`src/rtl/trig_pkg.sv`:
```
// Shared constants for the sequential trigger unit: channel mode codes,
// event-vector bit positions and the sequencer state encoding.
package trig_pkg;

  localparam logic [2:0] CH_OFF  = 3'd0;
  localparam logic [2:0] CH_RISE = 3'd1;
  localparam logic [2:0] CH_FALL = 3'd2;
  localparam logic [2:0] CH_HIGH = 3'd3;
  localparam logic [2:0] CH_LOW  = 3'd4;

  // Bit positions inside the per-channel {low, high, fall, rise} vector
  localparam int EV_RISE = 0;
  localparam int EV_FALL = 1;
  localparam int EV_HIGH = 2;
  localparam int EV_LOW  = 3;

  typedef enum logic [1:0] {
    IDLE = 2'd0,
    SEQ  = 2'd1,
    TRIG = 2'd2
  } state_t;

endpackage

```
`src/rtl/chan_event_det.sv`:
```
// Per-channel event detector: keeps the previous-cycle comparator samples and
// produces level and edge terms, with edges suppressed on the first armed cycle.
module chan_event_det (
  input  logic       clk,
  input  logic       rst,
  input  logic       ch_hi,
  input  logic       ch_lo,
  input  logic       armed,
  output logic [3:0] ev
);
  import trig_pkg::*;

  logic hi_q, hi_d;
  logic lo_q, lo_d;
  logic armed_q, armed_d;

  always_comb begin
    hi_d    = ch_hi;
    lo_d    = ch_lo;
    armed_d = armed;
  end

  always_ff @(posedge clk or posedge rst) begin
    if (rst) begin
      hi_q    <= 1'b0;
      lo_q    <= 1'b0;
      armed_q <= 1'b0;
    end else begin
      hi_q    <= hi_d;
      lo_q    <= lo_d;
      armed_q <= armed_d;
    end
  end

  always_comb begin
    ev          = 4'b0000;
    ev[EV_RISE] = ch_hi & ~hi_q & armed_q;
    ev[EV_FALL] = ~ch_lo & lo_q & armed_q;
    ev[EV_HIGH] = ch_hi;
    ev[EV_LOW]  = ~ch_lo;
  end

endmodule

```
`src/rtl/seq_trigger_unit.sv`:
```
// Multi-stage logic-analyzer trigger: each stage ANDs its channel terms (and
// optionally the protocol flag) and must match stage_count times to advance.
module seq_trigger_unit #(
  parameter int NUM_CH     = 5,
  parameter int NUM_STAGES = 4,
  parameter int CNT_W      = 16,
  localparam int SW        = (NUM_STAGES > 1) ? $clog2(NUM_STAGES) : 1
) (
  input  logic                           clk,
  input  logic                           rst,
  input  logic [NUM_CH-1:0]              ch_hi,
  input  logic [NUM_CH-1:0]              ch_lo,
  input  logic                           prot_trig,
  input  logic [NUM_STAGES*NUM_CH*3-1:0] stage_mode,
  input  logic [NUM_STAGES-1:0]          stage_prot_en,
  input  logic [NUM_STAGES*CNT_W-1:0]    stage_count,
  input  logic [SW-1:0]                  last_stage,
  input  logic                           armed,
  input  logic                           capture_done,
  output logic                           triggered,
  output logic [SW-1:0]                  cur_stage
);
  import trig_pkg::*;

  localparam logic [SW-1:0] MAX_STAGE = SW'(NUM_STAGES - 1);

  state_t            state_q, state_d;
  logic [SW-1:0]     cur_stage_q, cur_stage_d;
  logic [CNT_W-1:0]  occ_q, occ_d;
  logic              triggered_q, triggered_d;

  logic [NUM_CH*4-1:0] ev;
  logic [NUM_CH-1:0]   term;
  logic [NUM_CH-1:0]   active;

  genvar gi;
  generate
    for (gi = 0; gi < NUM_CH; gi++) begin : g_ch
      logic [2:0] ch_mode;
      logic       ch_term;
      logic       ch_active;

      chan_event_det u_det (
        .clk   (clk),
        .rst   (rst),
        .ch_hi (ch_hi[gi]),
        .ch_lo (ch_lo[gi]),
        .armed (armed),
        .ev    (ev[gi*4 +: 4])
      );

      // Inactive channels contribute a 1 so they drop out of the AND
      always_comb begin
        ch_mode   = stage_mode[(int'(cur_stage_q)*NUM_CH + gi)*3 +: 3];
        ch_term   = 1'b1;
        ch_active = 1'b1;
        case (ch_mode)
          CH_RISE: ch_term = ev[gi*4 + EV_RISE];
          CH_FALL: ch_term = ev[gi*4 + EV_FALL];
          CH_HIGH: ch_term = ev[gi*4 + EV_HIGH];
          CH_LOW:  ch_term = ev[gi*4 + EV_LOW];
          default: ch_active = 1'b0;
        endcase
      end

      assign term[gi]   = ch_term;
      assign active[gi] = ch_active;
    end
  endgenerate

  logic             prot_en;
  logic             stage_match;
  logic [CNT_W-1:0] cnt_sel;
  logic [CNT_W-1:0] cnt_eff;
  logic [CNT_W:0]   occ_inc;
  logic             stage_done;
  logic [SW-1:0]    last_eff;

  always_comb begin
    prot_en     = stage_prot_en[cur_stage_q];
    // A stage with nothing enabled must never match
    stage_match = (&term) & (~prot_en | prot_trig) & ((|active) | prot_en);
    cnt_sel     = stage_count[int'(cur_stage_q)*CNT_W +: CNT_W];
    cnt_eff     = (cnt_sel == '0) ? CNT_W'(1) : cnt_sel;
    occ_inc     = {1'b0, occ_q} + {{CNT_W{1'b0}}, 1'b1};
    stage_done  = occ_inc >= {1'b0, cnt_eff};
    last_eff    = (last_stage > MAX_STAGE) ? MAX_STAGE : last_stage;
  end

  always_comb begin
    state_d     = state_q;
    cur_stage_d = cur_stage_q;
    occ_d       = occ_q;
    case (state_q)
      IDLE: begin
        cur_stage_d = '0;
        occ_d       = '0;
        if (armed) state_d = SEQ;
      end
      SEQ: begin
        if (!armed) begin
          state_d     = IDLE;
          cur_stage_d = '0;
          occ_d       = '0;
        end else if (stage_match) begin
          if (stage_done) begin
            occ_d = '0;
            if (cur_stage_q == last_eff) state_d = TRIG;
            else                         cur_stage_d = cur_stage_q + 1'b1;
          end else if (!(&occ_q)) begin
            occ_d = occ_inc[CNT_W-1:0];
          end
        end
      end
      TRIG: begin
        if (capture_done) begin
          state_d     = IDLE;
          cur_stage_d = '0;
          occ_d       = '0;
        end
      end
      default: begin
        state_d     = IDLE;
        cur_stage_d = '0;
        occ_d       = '0;
      end
    endcase
    triggered_d = (state_d == TRIG);
  end

  always_ff @(posedge clk or posedge rst) begin
    if (rst) begin
      state_q     <= IDLE;
      cur_stage_q <= '0;
      occ_q       <= '0;
      triggered_q <= 1'b0;
    end else begin
      state_q     <= state_d;
      cur_stage_q <= cur_stage_d;
      occ_q       <= occ_d;
      triggered_q <= triggered_d;
    end
  end

  assign triggered = triggered_q;
  assign cur_stage = cur_stage_q;

endmodule

```
`config.mk`:
```
export PLATFORM = sky130hd
export DESIGN_NAME = seq_trigger_unit
export DESIGN_NICKNAME = d
export VERILOG_FILES = /design/src/rtl/trig_pkg.sv /design/src/rtl/chan_event_det.sv /design/src/rtl/seq_trigger_unit.sv
export SDC_FILE = /design/constraint.sdc
export NUM_CORES = 1
export LEC_CHECK = 0
export CAP_MARGIN = 20
export CELL_PAD_IN_SITES_DETAIL_PLACEMENT = 1
export CELL_PAD_IN_SITES_GLOBAL_PLACEMENT = 1
export CORE_ASPECT_RATIO = 0.5
export CORE_UTILIZATION = 52
export CTS_BUF_LIST = sky130_fd_sc_hd__clkbuf_8
export DETAILED_ROUTE_END_ITERATION = 7
export DONT_BUFFER_PORTS = 1
export PLACE_DENSITY_LB_ADDON = 0.08
export SYNTH_ARGS = -nofsm -noshare
export SYNTH_HDL_FRONTEND = slang
export SYNTH_HIERARCHICAL = 1
export SYNTH_SLANG_ARGS = --single-unit
export TNS_END_PERCENT = 1
```
`constraint.sdc`:
```
create_clock -name clk -period 5.8 [get_ports clk]
set_clock_uncertainty 0.2 [all_clocks]
set_input_delay 1.16 -clock clk [delete_from_list [all_inputs] [get_ports clk]]
set_output_delay 1.16 -clock clk [all_outputs]
set_load 0.005 [all_outputs]
```
==> impl_metrics.tcl, run 1 <==
set metrics [dict create \
    final_area_um2 7720 \
    drtIter0Drc 728 \
    cts_setup_buffers 0 \
    routed_via_density 7.47 \
    netlist.area_leader.share_pct 27.3 \
    ys_top_cells_by_count "mux4_2, nand2_1, nor2_1" \
    tightest_slew_ns 0.941 \
    h-tree-depth 2 \
    crit_path_max_fanout 52 \
    fin_crit_ns 5.29 \
    grt_overflow 0 \
    io_pins 148 \
    fmax_mhz 189 \
    grt_setup_unrepaired "no" \
    slew_violations 0 \
    nets 914 \
    critPathKind "reg -> reg" \
    ant_nets 0 \
    syn_inst 780 \
    n_fill_cell 1557 \
    synth.area.top_cells "mux4_2, dfrtp_1, mux2i_1" \
    place_area_um2 7610 \
    synth_warnings 6 \
    insertion_delay_ns 0.30 \
    irDropWorstVdd_uv 77.2 \
    slew-limit-headroom_pct 36.8 \
    setup_viol 0 \
    synth_area_um2 7600 \
    yosys.area.top_type "mux4_2" \
    p_total_uw 685 \
    num_rows 30 \
    status "completed" \
    maxCapViolCount 0 \
    instances_no_fill 934 \
    syn_avg_cell_area_um2 9.74 \
    grt_max_degree 87 \
    ys_ff_latch 36 \
    hpwlAfterDp_um 20800 \
    period_share_pct 91.2 \
    routed_wl_um 26800 \
    worst_ep_arrival_time_ns 5.28 \
    dr.pass1.iters 5 \
    p_leak_uw 0.00295 \
    fin_setup_tns_ns 0 \
    clkTransAtPathRegs_ns 0.08 \
    yosys.cell_count.top_type "mux4_2" \
    yosysSeqAreaShare_pct 11.9 \
    endpoint_kind "flip-flop" \
    ctsHoldBuffers 0 \
    fp.coreArea_um2 13900 \
    antenna_found_initial 0 \
    ctsResizeCount 0 \
    antennaDiodeCount 0 \
    async_flop_share_pct 100 \
    ys_dominant_reg_cell "dfrtp_1" \
    grt_pass1_wl_um 41000 \
    crit_path_start_kind "flip-flop" \
    dieArea_um2 15100 \
    initial_core_util_pct 54.7 \
    hold_class "reg -> reg" \
    track_usage_pct 35.8 \
    min-delay-start "state_q[1]$_DFF_PP0_" \
    io_buffers 0 \
    hold_viol_final 0 \
    wl_per_cell_um 28.7 \
    cts_made_buffers 5 \
    grt_pass1_vias 7027 \
    clock_sinks 36 \
    syn_nets 953 \
    cts_root_buffer "clkbuf_8" \
    critPathLaunch "cur_stage[1]$_DFFE_PP0P_" \
    placedCellCount 926 \
    die_h_um 87.5 \
    drc 0 \
    ys_types 85 \
    synthToLayoutAreaGrowth_pct 1.51 \
    gp_congestion 0.992 \
    cts_tree "done" \
    fp.dieW_um 173 \
    drive_gt1_share_pct 24.9 \
    vias 6975 \
    r2r_start "cur_stage[1]$_DFFE_PP0P_" \
    p_per_area_nw_per_um2 88.7 \
    required_ns 5.79 \
    synth-edff-count 0 \
    clock_path_buffers 2 \
]
[final cells by class]
type,count,area (µm²),share of cell area (%)
multi-input combinational,631,6080,78.8
sequential,36,905,11.7
tap,192,240,3.11
timing repair buffer,22,215,2.79
inverter,45,169,2.19
clock buffer,5,68.8,0.892
clock inverter,3,38.8,0.503
[power breakdown]
group          internal [µW]  leakage (µW)  total, µW  switching [µW]
Clock                    126     0.0000593        217            91.6
Combinational            105       0.00243        201            96.5
Sequential               259      0.000463        266            6.66
Total                    490       0.00295        685             195
[cells by family (layout without fill, tap and decap cells)]
group | count (synthesis) | count (layout) | share of synthesized area (%)
and+or+nand+nor | 233 | 233 | 16.2
xor gates and xnor gates | 26 | 26 | 3.19
AOI/OAI and AO/OA | 166 | 166 | 16.4
buffers and inverters | 113 | 75 | 8.43
muxes | 178 | 178 | 39.3
adders and majority gates | 28 | 28 | 4.61
DFF | 36 | 36 | 11.9
[stage by stage]
| step | hold WS (ns) | utilization [%] | setup WS, ns |
|---|---|---|---|
| 2_1_floorplan | 0.221 | - | 0.510 |
| 3_3_place_gp | 0.232 | 54.8 | 0.704 |
| 3_5_place_dp | 0.249 | 54.8 | 0.626 |
| 4_1_cts | 0.244 | 55.6 | 0.605 |
| 5_1_grt | 0.280 | 55.6 | 0.219 |
| 6_report | 0.242 | 55.6 | 0.513 |
[metal layers]
| metal | track usage (%) | vias up | wire [µm] |
|---|---|---|---|
| li1 | - | 2979 | - |
| met1 | 47.5 | 3497 | 10900 |
| met5 | 0 | - | 0 |
| met4 | 14.6 | 0 | 994 |
| met2 | 58.7 | 422 | 12200 |
| met3 | 6.63 | 77 | 2720 |
[final timing paths]
| path | to | slack, ns | cells after the start |
|---|---|---|---|
| max | occ_q[6]$_DFFE_PP0P_ | 0.51 | 16 |
| min | state_q[0]$_DFF_PP0_ | 0.24 | 1 |
| max reg2reg | occ_q[6]$_DFFE_PP0P_ | 0.51 | 16 |
| min reg2reg | state_q[0]$_DFF_PP0_ | 0.24 | 1 |
| max in group asynchronous | cur_stage[0]$_DFFE_PP0P_ | 4.09 | 1 |
| min in group asynchronous | g_ch[4].u_det/hi_q$_DFF_PP0_ | 0.40 | 1 |
[registers in the layout, indices dropped and copies added (netlist names)]
signal              count
triggered               1
g_ch.u_det/lo_q         5
occ_q                  16
g_ch.u_det/hi_q         5
state_q                 2
cur_stage               2
g_ch.u_det/armed_q      5
[critical path, stage by stage, from the launching register on]
cell      delay [ns]
dfrtp_1         0.36
buf_4           0.21
inv_1           0.13
ha_4            0.60
buf_12          0.33
buf_4           0.24
mux2i_1         0.10
nand2_1         0.07
o21ai_0         0.10
or2_2           0.32
a311oi_1        0.55
a311o_1         0.36
and4bb_1        0.29
nor4_4          0.31
nand3_1         0.19
a21o_1          0.37
a221o_1         0.39
[cell usage in the layout (no fill, tap or decap), drive strengths merged, types with 5 or more instances in the layout]
master	count
mux4	92
nand2	65
nor2	49
mux2i	46
inv	45
mux2	40
dfrtp	36
ha	28
a21oi	22
buf	22
nand3	21
o21ai	17
xnor2	14
o211ai	13
a31oi	13
nor3	12
and3b	12
xor2	12
a2111oi	11
nand2b	11
and3	11
nand4	10
and2	9
a22o	9
nor2b	8
a31o	7
a311oi	7
o22ai	6
a211o	6
a22oi	6
a211oi	5
clkbuf	5
or2	5
Power figures use the tool's default switching activity.
==> run 2, diff against run 1 <==
Settings changed: MAX_ROUTING_LAYER set to met4.
==> run 2 against run 1 <==
Against the previous run:
- worst setup slack worse by 0.077 ns
- combinational power is essentially flat
- design area is 0.45% lower
==> impl_metrics.tcl, run 2 (same netlist as run 1, synthesis figures left out) <==
set metrics [dict create \
    initial_core_util_pct 54.7 \
    clkTransAtPathRegs_ns 0.07 \
    n_fill_cell 1557 \
    hold_viol_final 0 \
    grt_pass1_vias 6884 \
    crit_path_max_fanout 16 \
    ant_nets 0 \
    synthToLayoutAreaGrowth_pct 1.05 \
    worst_ep_arrival_time_ns 5.33 \
    wl_met2_um 12600 \
    hold_class "reg -> reg" \
    setup_ws_ns 0.435 \
    maxCapViolCount 0 \
    io_buffers 0 \
    irDropWorstVdd_uv 77.8 \
    cp_cell_sequence "inv_1 -> buf_4 -> ha_1 -> ha_1 -> inv_1 -> a2111oi_0 -> a311o_1 -> and4bb_1 -> nor4_4 -> nand3_1 -> a21o_1 -> a221o_1" \
    critPathLaunch "cur_stage[0]$_DFFE_PP0P_" \
    crit_slowest_cell "a2111oi_0" \
    layout_common_cells "mux4_2, nand2_1, nor2_1" \
    multi_input_area_um2 6080 \
    fin_crit_ns 5.36 \
    required_ns 5.76 \
    p_leak_uw 0.00295 \
    cts_setup_buffers 0 \
    fp.coreArea_um2 13900 \
    reg2reg_setup_slack_ns 0.44 \
    dr.pass1.iters 5 \
    post-route-util_pct 55.3 \
    gp_congestion 1.01 \
    r2r-end "occ_q[6]$_DFFE_PP0P_" \
    wl_met1_um 11000 \
    drive_gt1_share_pct 24.9 \
    whs_ns 0.258 \
    h-tree-depth 2 \
    status "completed" \
    layout_commonest_cell "mux4_2" \
    clock_sinks 36 \
    ctsHoldBuffers 0 \
    crit_path_start_kind "flip-flop" \
    largest_register_ffs 16 \
    nets 915 \
    critPathKind "reg -> reg" \
    setup_viol 0 \
    cts_root_buffer "clkbuf_8" \
    r2r_start "cur_stage[0]$_DFFE_PP0P_" \
    grt_pass1_wl_um 40800 \
    num_rows 30 \
    wl_per_cell_um 28.7 \
    seqCellArea_um2 905 \
    routed_via_density 7.48 \
    io_pins 148 \
    reg2regPathDepth 12 \
    slew-limit-headroom_pct 36.6 \
    drtIter0Drc 924 \
    drc 0 \
    pre_cts_ws_ns 0.588 \
    ctsResizeCount 0 \
    route.met3.wl_um 2800 \
    grt_setup_unrepaired "no" \
    clock_path_buffers 2 \
    slew_violations 0 \
    endpoint_kind "flip-flop" \
    fp.dieW_um 173 \
    largest-register "occ_q" \
    die_h_um 87.5 \
    fmax_mhz 186 \
    hpwlAfterDp_um 20700 \
    grt_max_degree 116 \
    critPathMaxStageDelay_ns 0.68 \
    p_per_area_nw_per_um2 84.6 \
    top_layer_used "met4" \
    period_share_pct 92.5 \
    vias 6993 \
    fin_setup_tns_ns 0 \
    critPathCapture "occ_q[6]$_DFFE_PP0P_" \
    antenna_found_initial 0 \
    routed_wl_um 26900 \
    dieArea_um2 15100 \
    track_usage_pct 36.5 \
    insertion_delay_ns 0.28 \
    tightest_slew_ns 0.928 \
    antennaDiodeCount 0 \
    cts_tree "done" \
    cts_made_buffers 5 \
    grt_overflow 0 \
]
## run 2: cell count changes in the layout (fill, tap and decap cells not counted), sizes merged
cell	delta
clkbuf	+1
clkinv	-1
bufinv	-1
inv	+1
buf	+1
## run 2: power by group
| part | leakage (µW) | switching (µW) | internal, µW |
|---|---|---|---|
| Combinational | 0.00243 | 98.4 | 105 |
| Clock | 0.0000538 | 86.6 | 93.4 |
| Sequential | 0.000463 | 6.96 | 259 |
| Total | 0.00295 | 192 | 458 |
## run 2: how the worst min path moves through the flow
| stage | startpoint | end | slack [ns] | cells past startpoint |
|---|---|---|---|---|
| finish | state_q[1]$_DFF_PP0_ | state_q[0]$_DFF_PP0_ | 0.26 | 1 |
| detailed placement | state_q[1]$_DFF_PP0_ | state_q[0]$_DFF_PP0_ | 0.24 | 1 |
| floorplan | state_q[1]$_DFF_PP0_ | state_q[0]$_DFF_PP0_ | 0.22 | 1 |
| global route | state_q[1]$_DFF_PP0_ | state_q[0]$_DFF_PP0_ | 0.29 | 1 |
| CTS | state_q[1]$_DFF_PP0_ | state_q[0]$_DFF_PP0_ | 0.26 | 1 |
| global placement | state_q[1]$_DFF_PP0_ | state_q[0]$_DFF_PP0_ | 0.23 | 1 |
## run 2: layout make-up
| cell class | count | share of cell area, % |
|---|---|---|
| multi-input combinational | 631 | 79.1 |
| sequential | 36 | 11.8 |
| tap | 192 | 3.13 |
| timing repair buffer | 23 | 2.57 |
| inverter | 45 | 2.20 |
| clock buffer | 6 | 1.08 |
| clock inverter | 2 | 0.0977 |
## run 2: worst max-delay path: cells and delay by family, from the launching register on
family,cells,cell delay (ns)
AND/OR/NAND/NOR,3,0.80
AO/OA/AOI/OAI,4,1.93
flip-flops,1,0.52
buffers and inverters,3,0.65
adder cells (fa/ha/maj),2,1.13
## run 2: metrics by stage
stage,cell area [µm²],power [µW],std cells
after floorplan,7600,428,780
after global placement,7590,463,927
after detailed placement,7590,470,927
after CTS,7680,652,935
after global routing,7680,679,935
final,7680,650,935
## run 2: layer usage
layer	GRT usage, %	vias to the layer above
met2	59.1	420
met5	-	-
li1	-	2976
met3	6.72	41
met1	48.0	3556
met4	8.37	0
==> run 3, diff against run 2 <==
Settings changed: ABC_CLOCK_PERIOD_IN_PS set to 5800.
==> results of run 3 <==
The final DEF is identical to that of run 2; final timing and power are the same.
